### src/rtl/button_pkg.sv
`default_nettype none
// ============================================================================
// Module  : button_pkg
// Brief   : Shared state encoding and ms-to-cycles helper for button_event.
// Revision: 1.0 - initial release
// ============================================================================
package button_pkg;

    typedef enum logic [1:0] {
        ST_IDLE    = 2'd0,
        ST_PRESSED = 2'd1,
        ST_HELD    = 2'd2
    } state_t;

    localparam int unsigned c_MS_PER_S = 1000;

    // Cycles = (Hz / 1000) * ms, kept in 32-bit unsigned arithmetic.
    function automatic logic [31:0] ms_to_cycles(input int unsigned freq_hz,
                                                 input int unsigned ms);
        return 32'((freq_hz / c_MS_PER_S) * ms);
    endfunction

endpackage
`default_nettype wire

### src/rtl/button_event_if.sv
`default_nettype none
// ============================================================================
// Module  : button_event_if
// Brief   : Button level input and event/pulse outputs of button_event.
// Revision: 1.0 - initial release
// ============================================================================
interface button_event_if;
    logic level_i;
    logic press_o;
    logic click_o;
    logic long_o;
    logic release_o;
    logic repeat_o;
    logic held_o;

    modport slave (
        input  level_i,
        output press_o, click_o, long_o, release_o, repeat_o, held_o
    );

    modport master (
        output level_i,
        input  press_o, click_o, long_o, release_o, repeat_o, held_o
    );
endinterface
`default_nettype wire

### src/rtl/tick_timer.sv
`default_nettype none
// ============================================================================
// Module  : tick_timer
// Brief   : Enabled cycle counter; flags the last cycle of each LIMIT period.
// Revision: 1.0 - initial release
// ============================================================================
module tick_timer (
    input  wire logic        clk,
    input  wire logic        rst,
    input  wire logic        i_en,
    input  wire logic [31:0] i_limit,
    output logic             o_tick
);

    logic [31:0] r_count;

    assign o_tick = i_en && (r_count == (i_limit - 32'd1));

    // Held at zero while disabled so each enable window starts a fresh period.
    always_ff @(posedge clk or posedge rst) begin
        if (rst) begin
            r_count <= 32'd0;
        end else if (!i_en || o_tick) begin
            r_count <= 32'd0;
        end else begin
            r_count <= r_count + 32'd1;
        end
    end

endmodule
`default_nettype wire

### src/rtl/button_event.sv
`default_nettype none
// ============================================================================
// Module  : button_event
// Brief   : Press / click / long-press / release / auto-repeat event decoder.
//           Auto-repeat is built only when BUTTON_AUTO_REPEAT_EN is defined.
// Revision: 1.0 - initial release
// ============================================================================
module button_event
    import button_pkg::*;
#(
    parameter int unsigned CLOCK_FREQ    = 50000000,
    parameter int unsigned LONG_PRESS_MS = 1000,
    parameter int unsigned REPEAT_MS     = 200
) (
    input  wire logic     clk,
    input  wire logic     rst,
    button_event_if.slave bus
);

    localparam logic [31:0] c_LONG_LIM = ms_to_cycles(CLOCK_FREQ, LONG_PRESS_MS);

    state_t r_state;
    logic   r_press;
    logic   r_click;
    logic   r_long;
    logic   r_release;
    logic   r_held;
    logic   w_long_en;
    logic   w_long_tick;

    assign w_long_en = (r_state == ST_PRESSED);

    tick_timer u_long_timer (
        .clk     (clk),
        .rst     (rst),
        .i_en    (w_long_en),
        .i_limit (c_LONG_LIM),
        .o_tick  (w_long_tick)
    );

    assign bus.press_o   = r_press;
    assign bus.click_o   = r_click;
    assign bus.long_o    = r_long;
    assign bus.release_o = r_release;
    assign bus.held_o    = r_held;

    // A release sampled on the expiry cycle wins over the long-press transition.
    always_ff @(posedge clk or posedge rst) begin
        if (rst) begin
            r_state   <= ST_IDLE;
            r_press   <= 1'b0;
            r_click   <= 1'b0;
            r_long    <= 1'b0;
            r_release <= 1'b0;
            r_held    <= 1'b0;
        end else begin
            r_press   <= 1'b0;
            r_click   <= 1'b0;
            r_long    <= 1'b0;
            r_release <= 1'b0;
            case (r_state)
                ST_IDLE: begin
                    if (bus.level_i) begin
                        r_state <= ST_PRESSED;
                        r_press <= 1'b1;
                    end
                end
                ST_PRESSED: begin
                    if (!bus.level_i) begin
                        r_state   <= ST_IDLE;
                        r_click   <= 1'b1;
                        r_release <= 1'b1;
                    end else if (w_long_tick) begin
                        r_state <= ST_HELD;
                        r_long  <= 1'b1;
                        r_held  <= 1'b1;
                    end
                end
                ST_HELD: begin
                    if (!bus.level_i) begin
                        r_state   <= ST_IDLE;
                        r_release <= 1'b1;
                        r_held    <= 1'b0;
                    end
                end
                default: begin
                    r_state <= ST_IDLE;
                    r_held  <= 1'b0;
                end
            endcase
        end
    end

`ifdef BUTTON_AUTO_REPEAT_EN
    localparam logic [31:0] c_REP_LIM = ms_to_cycles(CLOCK_FREQ, REPEAT_MS);

    logic w_rep_en;
    logic w_rep_tick;
    logic r_repeat;

    assign w_rep_en = (r_state == ST_HELD);

    tick_timer u_rep_timer (
        .clk     (clk),
        .rst     (rst),
        .i_en    (w_rep_en),
        .i_limit (c_REP_LIM),
        .o_tick  (w_rep_tick)
    );

    // Suppressed on the release cycle so no repeat follows the release.
    always_ff @(posedge clk or posedge rst) begin
        if (rst) begin
            r_repeat <= 1'b0;
        end else begin
            r_repeat <= w_rep_tick && bus.level_i;
        end
    end

    assign bus.repeat_o = r_repeat;
`else
    assign bus.repeat_o = 1'b0;
`endif

endmodule
`default_nettype wire

### src/flat_wrapper.sv
// flat-port wrapper written by rule: the top's interface ports become plain ports
module button_event_flat import button_pkg::*;
#(
    parameter int unsigned CLOCK_FREQ    = 50000000,
    parameter int unsigned LONG_PRESS_MS = 1000,
    parameter int unsigned REPEAT_MS     = 200
)
  (clk, rst, bus_level_i, bus_press_o, bus_click_o, bus_long_o, bus_release_o, bus_repeat_o, bus_held_o);
  button_event_if bus_i ();
  input  wire logic clk;
  input  wire logic rst;
  input wire logic [$bits(bus_i.level_i)-1:0] bus_level_i;
  output wire logic [$bits(bus_i.press_o)-1:0] bus_press_o;
  output wire logic [$bits(bus_i.click_o)-1:0] bus_click_o;
  output wire logic [$bits(bus_i.long_o)-1:0] bus_long_o;
  output wire logic [$bits(bus_i.release_o)-1:0] bus_release_o;
  output wire logic [$bits(bus_i.repeat_o)-1:0] bus_repeat_o;
  output wire logic [$bits(bus_i.held_o)-1:0] bus_held_o;
  assign bus_i.level_i = bus_level_i;
  assign bus_press_o = bus_i.press_o;
  assign bus_click_o = bus_i.click_o;
  assign bus_long_o = bus_i.long_o;
  assign bus_release_o = bus_i.release_o;
  assign bus_repeat_o = bus_i.repeat_o;
  assign bus_held_o = bus_i.held_o;
  button_event #(.CLOCK_FREQ(CLOCK_FREQ), .LONG_PRESS_MS(LONG_PRESS_MS), .REPEAT_MS(REPEAT_MS)) u_core (.clk(clk), .rst(rst), .bus(bus_i));
endmodule
### config.mk
export PLATFORM = sky130hd
export DESIGN_NAME = button_event_flat
export DESIGN_NICKNAME = d
export VERILOG_FILES = /design/src/rtl/button_pkg.sv /design/src/rtl/button_event_if.sv /design/src/rtl/tick_timer.sv /design/src/rtl/button_event.sv /design/src/flat_wrapper.sv
export SDC_FILE = /design/constraint.sdc
export NUM_CORES = 1
export LEC_CHECK = 0
export BUFFER_PORTS_ARGS = -buffer_cell sky130_fd_sc_hd__buf_4
export CAP_MARGIN = 10
export CORE_UTILIZATION = 65
export CTS_CLUSTER_DIAMETER = 120
export DETAILED_ROUTE_END_ITERATION = 8
export PLACE_DENSITY = 0.83
export SYNTH_ARGS = -nofsm -noshare
export SYNTH_HDL_FRONTEND = slang
export SYNTH_SLANG_ARGS = --single-unit
### constraint.sdc
create_clock -name clk -period 3.3 [get_ports clk]
set_input_delay 0.66 -clock clk [delete_from_list [all_inputs] [get_ports clk]]
set_output_delay 0.66 -clock clk [all_outputs]
set_load 0.02 [all_outputs]
==> impl_metrics.tcl <==
set metrics [dict create \
    grt_first_pass_wirelength_um 6950 \
    stdcell_area_um2 2200 \
    comb_power_share_pct 22.3 \
    clock_sinks 39 \
    whs_ns 0.426 \
    synthToLayoutAreaGrowth_pct 5.84 \
    cts_tree "built" \
    io_buffers 7 \
    diodes 0 \
    power_density_nw_per_um2 455 \
    cp_data_required_time_ns 3.58 \
    syn_area_per_cell_um2 9.75 \
    yosysUniqueCellTypes 40 \
    synth_edf_count 0 \
    core_area_um2 3050 \
    netlist_instances 213 \
    drc 0 \
    placed_area_um2 2140 \
    fin_util_pct 72.0 \
    dp_hpwl_um 2860 \
    die_x_um 58.5 \
    rsz0062_at_grt "false" \
    synthMuxAreaShare_pct 0.964 \
    overflow 0 \
    die_area_um2 3430 \
    final-setup-viol-count 0 \
    synth_seq_area_share_pct 47.0 \
    ys_async_sr_fraction_pct 100 \
    cts_buffers 5 \
    drt_first_pass_iters 4 \
    ys_seq_elements 39 \
    status "finished clean" \
    antenna_found_initial 0 \
    synth_area_leaders "dfrtp_1 47%, xor2_1 8.4%, nand4_1 5.4%" \
    h-tree-depth 2 \
    grt_start_max_net_pins 40 \
    clk-insertion-delay-late_ns 0.34 \
    report.final.slew_viol_count 0 \
    skew_ns 0.0132 \
    fmax_mhz 453 \
    p_leak_nw 0.933 \
    p_int_mw 0.684 \
    p_clk_share_pct 24.4 \
    dp_slack_ns 1.09 \
    layout.nets 227 \
    synth_top_family_by_area "simple AND/OR/NAND/NOR gates" \
    slew_headroom_pct 46.8 \
    seqPwrFrac_pct 53.3 \
    gpl.final_weighted_congestion 0.848 \
    totalWireLength_um 4070 \
    path_max_fanout 25 \
    wire_per_inst_um 15.4 \
    yosys_warnings 0 \
    layout.cells.non_filler 264 \
    netlist_area_um2 2080 \
    postCtsSetupBuffers 0 \
    root_buffer "clkbuf_4" \
    p_total_mw 1.00 \
    grt_pass1_vias 1547 \
    synth_ff_type "dfrtp_1" \
    dpl.cell_count 257 \
    synth.largest_area_cell "dfrtp_1" \
    postCtsHoldBufs 0 \
    hp-class "in2async" \
    switching_share_pct 31.6 \
    viasPerCell 6.10 \
    drive_above_1_share_pct 10.5 \
    cts.clk_slew.worst_paths_ns 0.12 \
    criticalPathCategory "reg2reg" \
    max-cap-violations 0 \
    io_pins 9 \
    fp.dieH_um 58.5 \
    min_period_ns 2.21 \
    netSwitchingPower_mw 0.316 \
    tightest_slew_ns 0.792 \
    drt_iter0_markers 69 \
    cts_resized 0 \
    synth_compound_area_share_pct 5.48 \
    synth_xor_area_share_pct 10.5 \
    initial_core_util_pct 68.0 \
    synth_fa_ha_area_share_pct 2.41 \
    num_rows 20 \
    synth-simple-area-share_pct 29.9 \
    final.setup.tns_ns 0 \
    hold_viol 0 \
    cp.arrival_ns 2.49 \
    track_usage_pct 27.2 \
    fin_crit_sh_pct 66.9 \
    cp-start-kind "flop" \
    vias 1610 \
    clockBufferDepth 2 \
    ir_drop_mv 0.291 \
    endpoint_kind "flop" \
    ant_nets 0 \
    synth_top_area_share_pct 47.0 \
    syn_nets 220 \
    finalWorstSetupSlack_ns 1.09 \
]
synth_stat cells, types with 2 or more instances:
master,count
dfrtp_1,39
nand4_1,18
mux2i_1,2
inv_1,6
nor4_1,2
nor2_1,28
o21ai_0,4
xor2_1,20
and2_1,10
clkbuf_1,3
and4_1,2
buf_4,3
ha_1,4
nor3_1,3
xnor2_1,5
nor2b_1,2
nand2_1,11
or3_1,5
and3_1,3
a21oi_1,5
nor4b_1,5
nand3_1,14
or4_4,2
logic make-up (layout without fill, tap and decap cells):
logic type / after synthesis / in the layout
simple gates: 111 / 111
compound gates: 17 / 17
fa+ha+maj: 4 / 4
buf+inv: 14 / 21
other cells: 1 / 1
flops: 39 / 39
xor+xnor: 25 / 25
mux: 2 / 2
cell usage in the layout (no fill, tap or decap), types with 3 or more instances in the layout:
| cell | instances |
|---|---|
| clkbuf_4 | 5 |
| nor3_1 | 3 |
| or3_1 | 5 |
| and2_1 | 10 |
| dfrtp_1 | 39 |
| nor2_1 | 28 |
| inv_1 | 6 |
| nand3_1 | 14 |
| nor4b_1 | 5 |
| buf_4 | 8 |
| nand4_1 | 18 |
| and3_1 | 3 |
| xnor2_1 | 5 |
| ha_1 | 4 |
| nand2_1 | 11 |
| a21oi_1 | 5 |
| xor2_1 | 20 |
| o21ai_0 | 4 |
sequential cells by signal, summed over array words and instances (netlist names):
name,cells
u_core.bus.held_o,1
u_core.bus.release_o,1
u_core.u_long_timer.r_count,32
u_core.r_state,2
u_core.bus.press_o,1
u_core.bus.click_o,1
u_core.bus.long_o,1
layer usage:
layer	track usage, %	wire length, µm	vias to the layer above
met5	0	0	-
li1	-	-	760
met1	33.4	1710	778
met3	5.27	242	10
met2	46.8	2050	62
met4	11.6	68	0
cell type report:
| type | instances | area (µm²) |
|---|---|---|
| clock buffer | 6 | 51.3 |
| clock inverter | 1 | 5.00 |
| fill | 230 | 855 |
| inverter | 6 | 22.5 |
| multi-input combinational | 160 | 1030 |
| sequential | 39 | 976 |
| tap | 44 | 55.1 |
| timing repair buffer | 8 | 60.1 |
worst max-delay path, cell delays in order (launching register included):
cell and delay (ns):
dfrtp_1 0.42, or3_1 0.41, or4_4 0.56, o21ai_4 0.51, a31o_2 0.25
path summary, 6_finish.rpt:
kind,startpoint,end,slack (ns),cells after the start
min reg2reg,u_core.bus.held_o,u_core.bus.held_o,0.49,2
min,rst,u_core.u_long_timer.r_count[8],0.43,3
max reg2reg,u_core.u_long_timer.r_count[28],u_core.r_state[0],1.09,4
max,u_core.u_long_timer.r_count[28],u_core.r_state[0],1.09,4
max in group asynchronous,rst,u_core.u_long_timer.r_count[20],2.53,3
min in group clk,u_core.bus.held_o,u_core.bus.held_o,0.49,2
power by group through the flow:
stage	Sequential [mW]	Clock, mW	Combinational, mW
2_1_floorplan	0.550	0	0.170
3_3_place_gp	0.540	0	0.214
3_5_place_dp	0.543	0	0.224
4_1_cts	0.533	0.250	0.225
5_1_grt	0.536	0.270	0.253
6_report	0.533	0.244	0.223
Power figures use the tool's default switching activity.
